==> config.mk <==
export PLATFORM = sky130hd
export DESIGN_NAME = multicycle_controller
export DESIGN_NICKNAME = d
export VERILOG_FILES = /design/src/rtl/multicycle_controller.sv
export SDC_FILE = /design/constraint.sdc
export NUM_CORES = 1
export LEC_CHECK = 0
export ABC_AREA = 1
export BUFFER_PORTS_ARGS = -buffer_cell sky130_fd_sc_hd__clkbuf_2
export CAP_MARGIN = 20
export CORE_MARGIN = 1.5
export CORE_UTILIZATION = 40
export CTS_CLUSTER_DIAMETER = 100
export DETAILED_ROUTE_END_ITERATION = 16
export PLACE_DENSITY_LB_ADDON = 0.05
export SYNTH_ARGS = -nofsm -noshare
export SYNTH_HDL_FRONTEND = slang
export SYNTH_SLANG_ARGS = --single-unit
==> constraint.sdc <==
create_clock -name clk -period 1.13 [get_ports clk]
set_input_delay 0.1695 -clock clk [delete_from_list [all_inputs] [get_ports clk]]
set_output_delay 0.1695 -clock clk [all_outputs]
set_load 0.1 [all_outputs]
==> src/rtl/multicycle_controller.sv <==
// Control unit for the multicycle ARM datapath.
//
// A Moore main FSM steps each instruction through fetch, decode, execute, memory and writeback.
// Condition logic holds the NZCV flags and gates every architectural write.
//
// Parameters:
//   ALUCTRL_W  ALUControl width (>= 3); bits above [2:0] are driven 0
//   EXT_DP     1 enables EOR and CMP decode; 0 treats them as undefined
//   MEM_WAIT   1 makes FETCH/MEMRD/MEMWR wait on MemReady; 0 ignores MemReady
//
// Ports:
//   clk, reset                 clock, synchronous active-high reset
//   Instr[19:0]                instruction bits [31:12] from the instruction register
//   ALUFlags[3:0]              {N,Z,C,V} from the ALU, same cycle
//   MemReady                   memory has completed the current access
//   PCWrite/IRWrite/RegWrite/MemWrite  architectural write enables
//   AdrSrc, ALUSrcA, ALUSrcB, ResultSrc, ImmSrc, RegSrc, ALUControl  datapath selects
//   Undef                      sticky undefined-instruction indication
module multicycle_controller #(
  parameter int unsigned ALUCTRL_W = 3,
  parameter bit          EXT_DP    = 1'b1,
  parameter bit          MEM_WAIT  = 1'b1
) (
  input  logic                 clk,
  input  logic                 reset,
  input  logic [19:0]          Instr,
  input  logic [3:0]           ALUFlags,
  input  logic                 MemReady,
  output logic                 PCWrite,
  output logic                 IRWrite,
  output logic                 RegWrite,
  output logic                 MemWrite,
  output logic                 AdrSrc,
  output logic                 ALUSrcA,
  output logic [1:0]           ALUSrcB,
  output logic [1:0]           ResultSrc,
  output logic [1:0]           ImmSrc,
  output logic [1:0]           RegSrc,
  output logic [ALUCTRL_W-1:0] ALUControl,
  output logic                 Undef
);

  typedef enum logic [3:0] {
    StFetch,
    StDecode,
    StMemAdr,
    StMemRd,
    StMemWb,
    StMemWr,
    StExecR,
    StExecI,
    StAluWb,
    StBranch,
    StUndef
  } state_e;

  state_e     state_q, state_d;
  logic [3:0] flags_q;

  // Instr holds bits [31:12], so architectural bit k sits at index k-12.
  logic [3:0] cond;
  logic [1:0] op;
  logic       ibit;
  logic [3:0] cmd;
  logic       sbit;
  logic [3:0] rd;
  logic       unused_instr;

  assign cond         = Instr[19:16];
  assign op           = Instr[15:14];
  assign ibit         = Instr[13];
  assign cmd          = Instr[12:9];
  assign sbit         = Instr[8];   // S for data-processing, L for memory
  assign rd           = Instr[3:0];
  assign unused_instr = ^Instr[7:4];

  logic mem_done;
  assign mem_done = MemReady | ~MEM_WAIT;

  // Data-processing command decode.
  logic       cmd_valid;
  logic [2:0] cmd_alu;
  logic       is_cmp;
  logic       is_arith;

  always_comb begin
    cmd_valid = 1'b0;
    cmd_alu   = 3'b000;
    is_cmp    = 1'b0;
    is_arith  = 1'b0;
    case (cmd)
      4'b0100: begin cmd_valid = 1'b1; cmd_alu = 3'b000; is_arith = 1'b1; end
      4'b0010: begin cmd_valid = 1'b1; cmd_alu = 3'b001; is_arith = 1'b1; end
      4'b0000: begin cmd_valid = 1'b1; cmd_alu = 3'b010; end
      4'b1100: begin cmd_valid = 1'b1; cmd_alu = 3'b011; end
      4'b0001: begin cmd_valid = EXT_DP; cmd_alu = 3'b100; end
      4'b1010: begin
        cmd_valid = EXT_DP;
        cmd_alu   = 3'b001;
        is_cmp    = 1'b1;
        is_arith  = 1'b1;
      end
      default: cmd_valid = 1'b0;
    endcase
  end

  // Condition evaluation against the stored flags.
  logic cond_ex;
  logic fn, fz, fc, fv;
  assign {fn, fz, fc, fv} = flags_q;

  always_comb begin
    cond_ex = 1'b0;
    case (cond)
      4'b0000: cond_ex = fz;
      4'b0001: cond_ex = ~fz;
      4'b0010: cond_ex = fc;
      4'b0011: cond_ex = ~fc;
      4'b0100: cond_ex = fn;
      4'b0101: cond_ex = ~fn;
      4'b0110: cond_ex = fv;
      4'b0111: cond_ex = ~fv;
      4'b1000: cond_ex = fc & ~fz;
      4'b1001: cond_ex = ~fc | fz;
      4'b1010: cond_ex = (fn == fv);
      4'b1011: cond_ex = (fn != fv);
      4'b1100: cond_ex = ~fz & (fn == fv);
      4'b1101: cond_ex = fz | (fn != fv);
      4'b1110: cond_ex = 1'b1;
      default: cond_ex = 1'b0;
    endcase
  end

  // Flag write enables: [1] loads N,Z, [0] loads C,V.
  logic [1:0] flag_w;
  logic       in_exec;
  assign flag_w[1] = sbit | is_cmp;
  assign flag_w[0] = (is_arith & sbit) | is_cmp;
  assign in_exec   = (state_q == StExecR) || (state_q == StExecI);

  // Next-state logic.
  always_comb begin
    state_d = state_q;
    unique case (state_q)
      StFetch:  if (mem_done) state_d = StDecode;
      StDecode: begin
        case (op)
          2'b01:   state_d = StMemAdr;
          2'b00:   state_d = !cmd_valid ? StUndef : (ibit ? StExecI : StExecR);
          2'b10:   state_d = StBranch;
          default: state_d = StUndef;
        endcase
      end
      StMemAdr: state_d = sbit ? StMemRd : StMemWr;
      StMemRd:  if (mem_done) state_d = StMemWb;
      StMemWb:  state_d = StFetch;
      StMemWr:  if (mem_done) state_d = StFetch;
      StExecR:  state_d = StAluWb;
      StExecI:  state_d = StAluWb;
      StAluWb:  state_d = StFetch;
      StBranch: state_d = StFetch;
      StUndef:  state_d = StUndef;
      default:  state_d = StFetch;
    endcase
  end

  always_ff @(posedge clk) begin
    if (reset) begin
      state_q <= StFetch;
      flags_q <= 4'b0000;
    end else begin
      state_q <= state_d;
      if (in_exec && cond_ex && flag_w[1]) flags_q[3:2] <= ALUFlags[3:2];
      if (in_exec && cond_ex && flag_w[0]) flags_q[1:0] <= ALUFlags[1:0];
    end
  end

  // Moore outputs; raw enables are gated by condition and reset below.
  logic       fetch_exit;
  logic       reg_w;
  logic       mem_w;
  logic       pcs;
  logic [2:0] alu_sel;

  always_comb begin
    fetch_exit = 1'b0;
    reg_w      = 1'b0;
    mem_w      = 1'b0;
    pcs        = 1'b0;
    alu_sel    = 3'b000;
    AdrSrc     = 1'b0;
    ALUSrcA    = 1'b0;
    ALUSrcB    = 2'b00;
    ResultSrc  = 2'b00;
    unique case (state_q)
      StFetch: begin
        fetch_exit = mem_done;
        ALUSrcA    = 1'b1;
        ALUSrcB    = 2'b10;
        ResultSrc  = 2'b10;
      end
      StDecode: begin
        ALUSrcA   = 1'b1;
        ALUSrcB   = 2'b10;
        ResultSrc = 2'b10;
      end
      StMemAdr: ALUSrcB = 2'b01;
      StMemRd:  AdrSrc  = 1'b1;
      StMemWb: begin
        ResultSrc = 2'b01;
        reg_w     = 1'b1;
        pcs       = (rd == 4'hF);
      end
      StMemWr: begin
        AdrSrc = 1'b1;
        mem_w  = 1'b1;
      end
      StExecR: alu_sel = cmd_alu;
      StExecI: begin
        ALUSrcB = 2'b01;
        alu_sel = cmd_alu;
      end
      StAluWb: begin
        reg_w = ~is_cmp;
        pcs   = (rd == 4'hF);
      end
      StBranch: begin
        ALUSrcB   = 2'b01;
        ResultSrc = 2'b10;
        pcs       = 1'b1;
      end
      default: ;
    endcase

    ALUControl      = '0;
    ALUControl[2:0] = alu_sel;
  end

  assign IRWrite  = fetch_exit & ~reset;
  assign PCWrite  = (fetch_exit | (pcs & cond_ex)) & ~reset;
  assign RegWrite = reg_w & cond_ex & ~reset;
  assign MemWrite = mem_w & cond_ex & ~reset;
  assign Undef    = (state_q == StUndef);

  assign ImmSrc = op;
  assign RegSrc = {op == 2'b01, op == 2'b10};

endmodule

==> reports/metrics.csv, run 1 <==
stage,metric,value,unit
synthesis,synthesized flop and latch total,8,
status,Run Error,"[ERROR DPL-0038] Utilization greater than 100%, impossible to legalize",
synthesis,"Seq/Total Area, Yosys",16.43,%
cts,CTS Hold Bufs,0,
synthesis,"Distinct cells, synth",28,
cts,number of setup buffers added after CTS,16,
place,Buffers on Ports,40,
synthesis,Synth area leaders,"nand2_1 21%, dfxtp_1 16%, inv_1 15%, nor2_1 10%, nand3_1 6.7%",
place,DP HPWL,3096,um
synthesis,Synth Instances,186,
floorplanning,Die Y,52.37,um
place,post-placement cell area,1921,um^2
floorplanning,chip width,52.37,um
cts,CTS buffer count,3,
cts,Clock Path Buffers,2,
synthesis,cell accounting for the most synthesized area,nand2_1,
synthesis,share of the synthesized area in the top cell type,21.18,%
status,status,aborted with a tool error,
place,Place WS,-0.4447,ns
cts,H-tree Lvls,1,
place,GP Congestion,0.8910,
cts,post-cts sizing count,64,
floorplanning,Cell Rows,17,
floorplanning,Initial Utilization,43.23,%
cts,Sink Count,8,
synthesis,syn nets,213,
status,stopping stage,clock tree synthesis,
synthesis,Synth warnings,0,
synthesis,mapped cell area,974.7,um^2
cts,clock root cell,clkbuf_4,
floorplanning,Ports,45,
synthesis,mean post-synth cell area,5.240,um^2
==> synth_stat cells, drive strengths merged <==
cell and number:
nand4 4, nand2 56, nor2 33, o311ai 1
o21ai 5, dfxtp 8, or2 1, nor3 1
o211ai 1, buf 3, a31oi 2, o22ai 2
nand3 16, nor4 1, inv 43, o31ai 1
and3 1, o2111ai 1, a21oi 6
==> stage by stage <==
step / std cells / setup TNS [ns]
floorplan: 186 / -9.806
global placement: 289 / -4.438
detailed placement: 289 / -5.609
==> kinds of logic after synthesis <==
logic type	Yosys count	synth area share [%]
AOI/OAI and AO/OA	19	11.94
buffers and inverters	46	18.61
DFF	8	16.43
and+or+nand+nor	113	53.02
==> run 2, diff against run 1 <==
- CORE_UTILIZATION: 40 -> 25
- CTS_CLUSTER_DIAMETER: 100 -> not set
- PLACE_DENSITY_LB_ADDON: 0.05 -> 0.15
- clock period: 1.13 -> 1.5 ns (I/O delays scaled with it)
==> run 2 against run 1 <==
The flow now finishes, with violations (setup timing). Area after synthesis unchanged. Synthesized cell count is the same.
==> reports/metrics.csv, run 2 <==
stage,metric,value,unit,change
global_routing,GRT overflow,0,,
timing,worst setup margin,-0.3173,ns,
critical_path,slowest CP cell,dfxtp_2,,
timing,max_slew headroom,64.34,%,
synthesis,Synth warnings,0,,unchanged
synthesis,most instantiated library cell after synthesis,nand2_1,,
floorplanning,Die ar.,4282,um^2,
timing,Clock Skew,0.003220,ns,
critical_path,Crit Path Category,reg -> out,,
routing,Starting DRT DRC Count,59,,
global_routing,vias in the first global route,1272,,
routing,final wirelength,3350,um,
timing,Final Cycle Share,121.2,%,
hold_path,hold crit path type,in -> reg,,
final_layout,Layout Nets,290,,
critical_path,"Req. time, crit path",1.27,ns,
critical_path,crit-path max cell delay,0.35,ns,
routing,drt first pass iters,4,,
synthesis,share of the synthesized area in the top cell type,21.18,%,unchanged
critical_path,cell family with most CP delay,simple AND/OR/NAND/NOR gates,,
cts,Clock Latency Late Sink,0.23,ns,
critical_path,most used cell along the critical path,nand2_1,,
global_routing,busiest layer in global routing,met2,,
floorplanning,Die Y,65.44,um,+25%
critical_path,CP startpoint kind,flop,,
final_layout,"most common cell after layout, fill and taps aside",nand2_1,,
timing,min cycle time layout,1.817,ns,
synthesis,Synth Instances,186,,unchanged
routing,Residual DRC,0,,
timing,endpoints failing setup,17,,
floorplanning,Initial Utilization,26.23,%,-17 points
synthesis,mean post-synth cell area,5.240,um^2,unchanged
synthesis,cell accounting for the most synthesized area,nand2_1,,
final_layout,share of layout cells above drive strength 1,56.32,%,
cts,clk slew on worst S/H paths,0.04,ns,
power_and_ir_drop,Power per Cell Area,971.1,nW/um^2,
synthesis,"Distinct cells, synth",28,,unchanged
place,Placed Instances,296,,+2.4%
floorplanning,chip width,65.44,um,+25%
global_routing,met1 usage,22.03,%,
critical_path,worst-path fanout max,3,,
final_layout,antenna diode count,0,,
synthesis,Post-synth ARST share,0,%,unchanged
synthesis,syn nets,213,,unchanged
final_layout,Fillers,326,,
cts,Sink Count,8,,unchanged
timing,fmax,550.3,MHz,
place,GP Congestion,0.8563,,-3.9%
global_routing,first-pass GRT wire length,5561,um,
routing,Routed WL per cell,10.84,um,
timing,Final Hold Viols,0,,
status,status,"finished, violations left",,
synthesis,synthesized flop and latch total,8,,unchanged
power_and_ir_drop,maximum vdd ir drop,0.8175,mV,
final_layout,largest registers,"flags_q (4), state_q (4)",,
flow_run,number of max-cap violations,0,,
routing,Routed Antenna Nets,0,,
critical_path,CP endpoint kind,output port,,
cts,Clock Path Buffers,2,,unchanged
global_routing,total global-route track usage,16.32,%,
place,Buffers on Ports,40,,unchanged
global_routing,largest net degree at the start of global routing,8,,
cts,CTS tree,yes,,
floorplanning,Core ar.,3716,um^2,
final_layout,"commonest non-fill, non-tap cells in the layout","44 x nand2_1, 29 x inv_1, 24 x clkbuf_2, 24 x buf_4, 15 x buf_12",,
power_and_ir_drop,leakage power,0.001076,uW,
cts,CTS buffer count,3,,unchanged
floorplanning,Cell Rows,22,,+5
status,violated checks,setup timing,,
timing,Hold WS,0.3166,ns,
timing,Final Slew Violations,0,,
critical_path,Buf/Inv on CP,3,,
place,DP HPWL,2495,um,-19%
timing,worst slew pin tran,0.5371,ns,
global_routing,initial antenna violation count,0,,
critical_path,critical-path cell list,"inv_2, nand3_1, nand2_1, nand2_1, nand3_2, nor2_4, nand3_4, o2111ai_4, clkinvlp_4, buf_12",,
synthesis,Synth area leaders,"nand2_1 21%, dfxtp_1 16%, inv_1 15%, nor2_1 10%, nand3_1 6.7%",,
timing,RSZ-0062 raised after global routing,yes,,
final_layout,Layout area overhead,119.3,%,
timing,Setup TNS Final,-1.940,ns,
synthesis,most common library cells after synthesis,"55 x nand2_1, 39 x inv_1, 27 x nor2_1, 13 x nand3_1, 8 x dfxtp_1",,
synthesis,mapped cell area,974.7,um^2,unchanged
global_routing,met3 Usage GRT,1.712,%,
critical_path,Arrival @ worst endpoint,1.59,ns,
cts,clock root cell,clkbuf_8,,
synthesis,number of synthesized flops with an enable pin,0,,unchanged
cts,H-tree Lvls,1,,unchanged
global_routing,met2 Use GR,27.42,%,
floorplanning,Ports,45,,unchanged
cts,CTS Hold Bufs,0,,unchanged
final_layout,final cell count without fillers,309,,
synthesis,"Seq/Total Area, Yosys",16.43,%,unchanged
synthesis,"Primary FF master, synth",dfxtp_1,,
routing,Vias,1350,,
routing,Vias/cell,4.369,,
==> run 2: final timing paths <==
path,startpoint,endpoint,slack (ns),depth (start not counted)
max,flags_q[3],RegWrite,-0.32,10
min,reset,state_q[3],0.32,3
max reg2reg,flags_q[3],flags_q[3],-0.03,12
min reg2reg,flags_q[2],flags_q[2],0.56,4
==> run 2: layout make-up <==
type                    instances  area [um^2]  share of cell area (%)
inverters                      43        176.4                   8.255
multi-input cells             132        950.9                   44.50
flip-flops and latches          8        172.7                   8.080
clock buffers                   3        41.29                   1.932
well taps                      48        60.06                   2.810
repair buffers                 75        735.7                   34.43
==> run 2: routing by layer <==
metal | up-vias | routed length (um)
met5 | - | 0
met4 | 0 | 34
met3 | 2 | 153
met2 | 36 | 1601
met1 | 587 | 1561
li1 | 725 | -
==> run 2: repair_timing <==
action                     in CTS  in global routing
setup endpoints to repair      14                 20
setup buffers                   7                  5
gates resized for setup        41                 22
pin swaps                      17                 12
==> run 2: where the power goes <==
group	switching, uW	internal (uW)
logic	945	591
clock network	87.4	174
registers	36.7	241
==> run 2: logic make-up after synthesis <==
kind of cell / Yosys count / synth area share, %
simple gates: 113 / 53.02
buf+inv: 46 / 18.61
compound gates: 19 / 11.94
flops: 8 / 16.43
==> run 2: worst min-delay path: stages <==
cell      delay (ns)
clkbuf_2        0.08
buf_4           0.15
a21oi_1         0.04
==> run 2: metrics by stage <==
step	util (%)	setup slack, ns	power (uW)	cell area (um^2)
floorplan	-	-0.6662	1079	1125
global placement	47.74	-0.1476	1534	1774
detailed placement	47.74	-0.1685	1534	1774
CTS	54.55	-0.3202	1968	2027
global route	57.51	-0.4089	2172	2137
finish	57.51	-0.3173	2075	2137
(Power assumes the default switching activity.)
==> run 3, diff against run 2 <==
- CAP_MARGIN: 20 -> not set
- CELL_PAD_IN_SITES_DETAIL_PLACEMENT: not set -> 1
- CELL_PAD_IN_SITES_GLOBAL_PLACEMENT: not set -> 1
==> run 3 against run 2 <==
The run still ends with setup timing left. Via count up 5.6%. Clock skew increased by 0.0048 ns. Sequential power about the same. Power is 1.9% higher. Combinational power about the same.
==> reports/metrics.csv, run 3 (synthesis results as in run 2) <==
stage,metric,value,unit,change
floorplanning,Ports,45,,unchanged
status,status,"finished, violations left",,
timing,endpoints failing setup,18,,+1
power_and_ir_drop,P_sw,1113,uW,+4.0%
critical_path,worst reg2reg endpoint,flags_q[2],,
power_and_ir_drop,Sw Share,52.61,%,+1.1 points
routing,Residual DRC,0,,unchanged
timing,min cycle time layout,1.823,ns,+0.006143 ns
global_routing,total global-route track usage,21.06,%,+4.7 points
timing,Setup TNS Final,-2.750,ns,-0.8103 ns
critical_path,R2R cell count,12,,unchanged
routing,final wirelength,4279,um,+28%
power_and_ir_drop,Gate power share,73.8,%,-0.2 points
critical_path,RR Startpoint,flags_q[1],,
global_routing,met3 Usage GRT,4.966,%,+3.3 points
critical_path,Crit Path Category,reg -> out,,
critical_path,"Req. time, crit path",1.27,ns,about the same
timing,max_slew headroom,63.85,%,-0.49 points
cts,H-tree Lvls,1,,unchanged
timing,Clock Skew,0.008031,ns,+0.004811 ns
timing,worst setup margin,-0.3234,ns,-0.006143 ns
final_layout,"most common cell after layout, fill and taps aside",nand2_1,,
timing,worst slew pin tran,0.5445,ns,+0.007410 ns
power_and_ir_drop,Power per Cell Area,993.0,nW/um^2,+2.3%
routing,Routed Antenna Nets,0,,unchanged
routing,drt first pass iters,4,,unchanged
place,Place WS,-0.1700,ns,-0.001502 ns
cts,Sink Count,8,,unchanged
final_layout,Fillers,476,,+46%
cts,clk slew on worst S/H paths,0.05,ns,about the same
hold_path,Hold Crit Start,reset,,
hold_path,hold path endpoint,state_q[3],,
cts,CTS tree,yes,,
critical_path,Arrival @ worst endpoint,1.60,ns,about the same
place,Placed Instances,295,,-0.34%
cts,Clock Path Buffers,2,,unchanged
final_layout,antenna diode count,0,,unchanged
floorplanning,Cell Rows,22,,unchanged
critical_path,CP endpoint kind,output port,,
power_and_ir_drop,Final Power,2115,uW,+1.9%
timing,Final Hold Viols,0,,unchanged
hold_path,worst hold path depth,3,,unchanged
place,DP HPWL,2879,um,+15%
final_layout,area occupied by multi-input gates,953.4,um^2,+0.26%
global_routing,largest net degree at the start of global routing,8,,unchanged
critical_path,R2R Setup Slk,-0.19,ns,-0.16 ns
final_layout,share of layout cells above drive strength 1,56.87,%,+0.55 points
timing,fmax,548.4,MHz,-0.34%
status,violated checks,setup timing,,
power_and_ir_drop,maximum vdd ir drop,1.205,mV,+47%
power_and_ir_drop,Clock power frac,12.9,%,+0.3 points
final_layout,largest registers,"flags_q (4), state_q (4)",,
final_layout,"commonest non-fill, non-tap cells in the layout","44 x nand2_1, 31 x buf_4, 29 x inv_1",,
global_routing,initial antenna violation count,0,,unchanged
power_and_ir_drop,Pint,1002,uW,-0.37%
routing,Vias,1425,,+5.6%
global_routing,vias in the first global route,1484,,+17%
critical_path,worst-path fanout max,3,,unchanged
timing,RSZ-0062 raised after global routing,yes,,
critical_path,crit-path max cell delay,0.33,ns,-0.02 ns
critical_path,critical-path cell list,"inv_1, a21oi_2, nand2_4, o21ai_4, nand3_4, o2111ai_4, clkinvlp_4, buf_12",,
routing,Routed WL per cell,13.80,um,+27%
final_layout,Layout area overhead,118.5,%,
floorplanning,Initial Utilization,26.23,%,unchanged
floorplanning,Core ar.,3716,um^2,unchanged
hold_path,hold crit path type,in -> reg,,
floorplanning,Die ar.,4282,um^2,unchanged
routing,Starting DRT DRC Count,38,,-36%
cts,CTS buffer count,3,,unchanged
cts,clock root cell,clkbuf_8,,
routing,Vias/cell,4.597,,+5.2%
critical_path,CP startpoint kind,flop,,
final_layout,final core utilization,57.31,%,-0.20 points
cts,CTS Hold Bufs,0,,unchanged
place,GP Congestion,0.8059,,-5.9%
global_routing,met2 Use GR,39.54,%,+12 points
place,Buffers on Ports,40,,unchanged
power_and_ir_drop,leakage power,0.001072,uW,-0.34%
power_and_ir_drop,Seq pwr share,13.2,%,-0.2 points
global_routing,met1 usage,25.13,%,+3.1 points
timing,Final Slew Violations,0,,unchanged
final_layout,final cell count without fillers,310,,+0.32%
global_routing,busiest layer in global routing,met2,,
global_routing,GRT overflow,0,,unchanged
final_layout,FF+latch area,175.2,um^2,+1.4%
global_routing,first-pass GRT wire length,7003,um,+26%
floorplanning,Die Y,65.44,um,unchanged
critical_path,slowest CP cell,dfxtp_1,,
final_layout,Layout Nets,291,,+0.34%
timing,Final Cycle Share,121.6,%,+0.41 points
floorplanning,chip width,65.44,um,unchanged
cts,Clock Latency Late Sink,0.24,ns,about the same
flow_run,number of max-cap violations,0,,unchanged
==> run 3: changes by cell type in the layout (fill, tap and decap cells not counted), sizes merged <==
cell / previous run / this run
buf: 51 / 52
==> run 3: worst max path at each step <==
stage | startpoint | endpoint | cells past startpoint
2_1_floorplan | state_q[2] | ALUControl[2] | 6
3_3_place_gp | Instr[16] | RegWrite | 12
3_5_place_dp | Instr[16] | RegWrite | 12
4_1_cts | flags_q[3] | RegWrite | 10
5_1_grt | flags_q[3] | RegWrite | 10
6_report | flags_q[1] | RegWrite | 8
==> run 3: per-layer routing <==
metal | up-vias | part of all wire, %
met5 | - | 0
met4 | 0 | 0.49
met3 | 2 | 3.4
met2 | 27 | 52
met1 | 663 | 44
li1 | 733 | -
==> run 3: stage by stage <==
stage	area [um^2]	hold slack, ns
after floorplan	1125	0.2867
after global placement	1767	0.5539
after detailed placement	1767	0.5577
after CTS	2073	0.3228
after global routing	2130	0.3393
final	2130	0.3221
==> run 3: worst max-delay path, delay by kind of cell, from the launching register on <==
family / cells / cell delay, ns
compound gates: 3 / 0.42
buf+inv: 3 / 0.40
flops: 1 / 0.33
simple gates: 2 / 0.20
==> run 3: layout make-up <==
class | instances | share of cell area [%]
Multi-Input combinational cell | 132 | 44.77
Sequential cell | 8 | 8.226
Timing Repair Buffer | 76 | 33.84
Inverter | 43 | 8.402
Clock buffer | 3 | 1.939
Tap cell | 48 | 2.820
==> run 3: power groups by stage <==
stage | Combinational (uW) | Sequential, uW | Clock, uW
CTS | 1470 | 276 | 272
global route | 1630 | 282 | 296
detailed placement | 1280 | 262 | 0
floorplan | 820 | 259 | 0
global placement | 1270 | 263 | 0
finish | 1560 | 280 | 274
==> run 3: timing repair <==
| item | in CTS | in global routing |
|---|---|---|
| endpoints found under the setup margin | 14 | 21 |
| pin swaps | 19 | 9 |
| endpoints found under the hold margin | 0 | 0 |
| setup buffers | 11 | 6 |
| gates resized for setup | 48 | 12 |
==> run 4, diff against run 3 <==
- ABC_AREA: 1 -> not set
- SKIP_LAST_GASP: not set -> 1
==> run 4 against run 3 <==
Synthesized cell count shrank 30%. Worst setup slack lost 0.46 ns. Sequential power shrank 16%. Highest routed layer unchanged. The run still ends with setup timing left.
==> reports/metrics.csv, run 4 <==
stage,metric,value,unit,change
floorplanning,Core ar.,3744,um^2,+0.74%
critical_path,worst-path fanout max,6,,+3
global_routing,GRT overflow,0,,unchanged
synthesis,syn nets,157,,-26%
final_layout,antenna diode count,0,,unchanged
final_layout,Layout Nets,234,,-20%
critical_path,CP endpoint kind,output port,,
synthesis,number of synthesized flops with an enable pin,0,,unchanged
timing,Final Cycle Share,152.4,%,+31 points
final_layout,"most common cell after layout, fill and taps aside",buf_4,,
timing,Final Hold Viols,0,,unchanged
timing,Hold WS,0.2316,ns,-0.09050 ns
synthesis,most common library cells after synthesis,"12 x nor2_1, 9 x mux2i_1, 9 x nor3_1, 8 x dfxtp_1",,
routing,Starting DRT DRC Count,46,,+21%
synthesis,"Distinct cells, synth",49,,+75%
floorplanning,chip width,66.08,um,+0.97%
synthesis,synthesized flop and latch total,8,,unchanged
cts,clk slew on worst S/H paths,0.04,ns,about the same
routing,Vias/cell,5.265,,+15%
critical_path,RR Startpoint,flags_q[0],,
floorplanning,Ports,45,,unchanged
routing,Routed WL per cell,18.65,um,+35%
timing,RSZ-0062 raised after global routing,yes,,
final_layout,Fillers,445,,-6.5%
status,violated checks,setup timing,,
critical_path,CP startpoint kind,flop,,
synthesis,"Seq/Total Area, Yosys",16.10,%,-0.33 points
synthesis,Synth Instances,130,,-30%
critical_path,Crit Path Category,reg -> out,,
floorplanning,Die ar.,4366,um^2,+2.0%
critical_path,Worst Setup SP,flags_q[0],,
timing,Final Slew Violations,0,,unchanged
timing,endpoints failing setup,16,,-2
cts,Sink Count,8,,unchanged
synthesis,mean post-synth cell area,7.652,um^2,+46%
timing,worst slew pin tran,0.5395,ns,-0.005042 ns
global_routing,first-pass GRT wire length,6334,um,-9.6%
place,Buffers on Ports,40,,unchanged
synthesis,Synth warnings,0,,unchanged
cts,H-tree Lvls,1,,unchanged
timing,Clock Skew,0.004064,ns,-0.003967 ns
synthesis,share of the synthesized area in the top cell type,16.10,%,-5.1 points
power_and_ir_drop,maximum vdd ir drop,0.4946,mV,-59%
power_and_ir_drop,Power per Cell Area,610.9,nW/um^2,-38%
cts,CTS buffer count,3,,unchanged
hold_path,hold crit path type,in -> reg,,
final_layout,"commonest non-fill, non-tap cells in the layout","30 x buf_4, 23 x clkbuf_2, 17 x buf_12",,
cts,CTS tree,yes,,
final_layout,share of layout cells above drive strength 1,63.41,%,+6.5 points
critical_path,"Req. time, crit path",1.27,ns,about the same
routing,drt first pass iters,4,,unchanged
final_layout,largest registers,"flags_q (4), state_q (4)",,
routing,final wirelength,4719,um,+10%
global_routing,total global-route track usage,18.63,%,-2.4 points
cts,Clock Latency Late Sink,0.23,ns,about the same
final_layout,Layout area overhead,114.8,%,
cts,Clock Path Buffers,2,,unchanged
critical_path,Arrival @ worst endpoint,2.06,ns,+0.46 ns
timing,min cycle time layout,2.286,ns,+0.4621 ns
floorplanning,Die Y,66.08,um,+0.97%
synthesis,"Primary FF master, synth",dfxtp_1,,
synthesis,Post-synth ARST share,0,%,unchanged
floorplanning,Initial Utilization,26.57,%,+0.34 points
routing,Vias,1332,,-6.5%
status,status,"finished, violations left",,
flow_run,number of max-cap violations,0,,unchanged
synthesis,mapped cell area,994.7,um^2,+2.1%
routing,Residual DRC,0,,unchanged
hold_path,Hold Crit Start,ALUFlags[3],,
synthesis,cell accounting for the most synthesized area,dfxtp_1,,
timing,max_slew headroom,64.19,%,+0.33 points
global_routing,initial antenna violation count,0,,unchanged
timing,worst setup margin,-0.7855,ns,-0.4621 ns
floorplanning,Cell Rows,22,,unchanged
global_routing,largest net degree at the start of global routing,15,,+7
timing,Setup TNS Final,-4.174,ns,-1.424 ns
cts,CTS Hold Bufs,0,,unchanged
synthesis,Synth area leaders,"dfxtp_1 16%, mux2i_1 9.1%, nor3_1 4.5%, nor2_1 4.5%, or2b_2 4.4%",,
power_and_ir_drop,leakage power,0.0008839,uW,-18%
place,DP HPWL,3051,um,+6.0%
global_routing,vias in the first global route,1340,,-9.7%
synthesis,most instantiated library cell after synthesis,nor2_1,,
cts,clock root cell,clkbuf_8,,
place,Place WS,-0.5855,ns,-0.4155 ns
routing,Routed Antenna Nets,0,,unchanged
place,GP Congestion,0.8399,,+4.2%
timing,fmax,437.5,MHz,-20%
==> run 4: cell count changes after synthesis, moves of 6 or more <==
cell / delta
inv_1: -36
mux2i_1: +9
nand2_1: -50
nand2b_1: +6
nand3_1: -12
nor2_1: -15
nor3_1: +8
==> run 4: area by class of cell <==
class                      instances  area (um^2)  share of cell area [%]
sequential                         8        172.7                   8.080
inverter                           3        11.26                  0.5269
multi-input combinational        108         1011                   47.31
timing repair buffer              83        840.8                   39.34
clock buffer                       3        41.29                   1.932
tap                               48        60.06                   2.810
==> run 4: layer usage <==
metal	part of all wire (%)	routed length, um	vias up	track usage (%)
li1	-	-	635	-
met1	42	1980	657	21.96
met2	54	2555	34	35.35
met3	2.9	136	6	2.215
met4	0.97	46	0	4.592
met5	0	0	-	0
==> run 4: what timing repair did <==
item,CTS,global route
gates cloned,0,2
gates resized for setup,19,17
pin swaps,12,7
endpoints found under the setup margin,17,17
buffers inserted,4,5
==> run 4: metrics by stage <==
step | std cells | total power, uW | area (um^2) | util [%]
global route | 253 | 1347 | 2137 | 57.09
detailed placement | 242 | 944.7 | 1864 | 49.80
global placement | 242 | 927.9 | 1864 | 49.80
CTS | 248 | 1240 | 1996 | 53.31
floorplan | 130 | 689.1 | 1207 | -
finish | 253 | 1305 | 2137 | 57.09
==> run 4: logic make-up after synthesis <==
kind of cell / Yosys count / share of synthesized area [%]
muxes: 9 / 9.057
buffers and inverters: 14 / 8.175
DFF: 8 / 16.10
xor gates and xnor gates: 4 / 3.523
AOI/OAI and AO/OA: 26 / 18.87
and+or+nand+nor: 69 / 44.28
==> run 4: report_power, final <==
| part | internal (uW) | switching [uW] |
|---|---|---|
| clock network | 174 | 89.5 |
| registers | 221 | 12.9 |
| logic | 340 | 467 |
==> run 4: final timing paths <==
path	to	slack [ns]	depth (start not counted)
max	RegWrite	-0.79	7
min	flags_q[3]	0.23	3
max reg2reg	flags_q[2]	-0.23	7
min reg2reg	flags_q[0]	0.59	2
==> run 4: worst max-delay path, stage by stage, from the launching register on <==
cell	delay [ns]
dfxtp_2	0.33
buf_4	0.14
nor4b_1	0.34
or3_1	0.17
o211ai_2	0.09
and3_4	0.19
nor4bb_4	0.34
buf_12	0.22
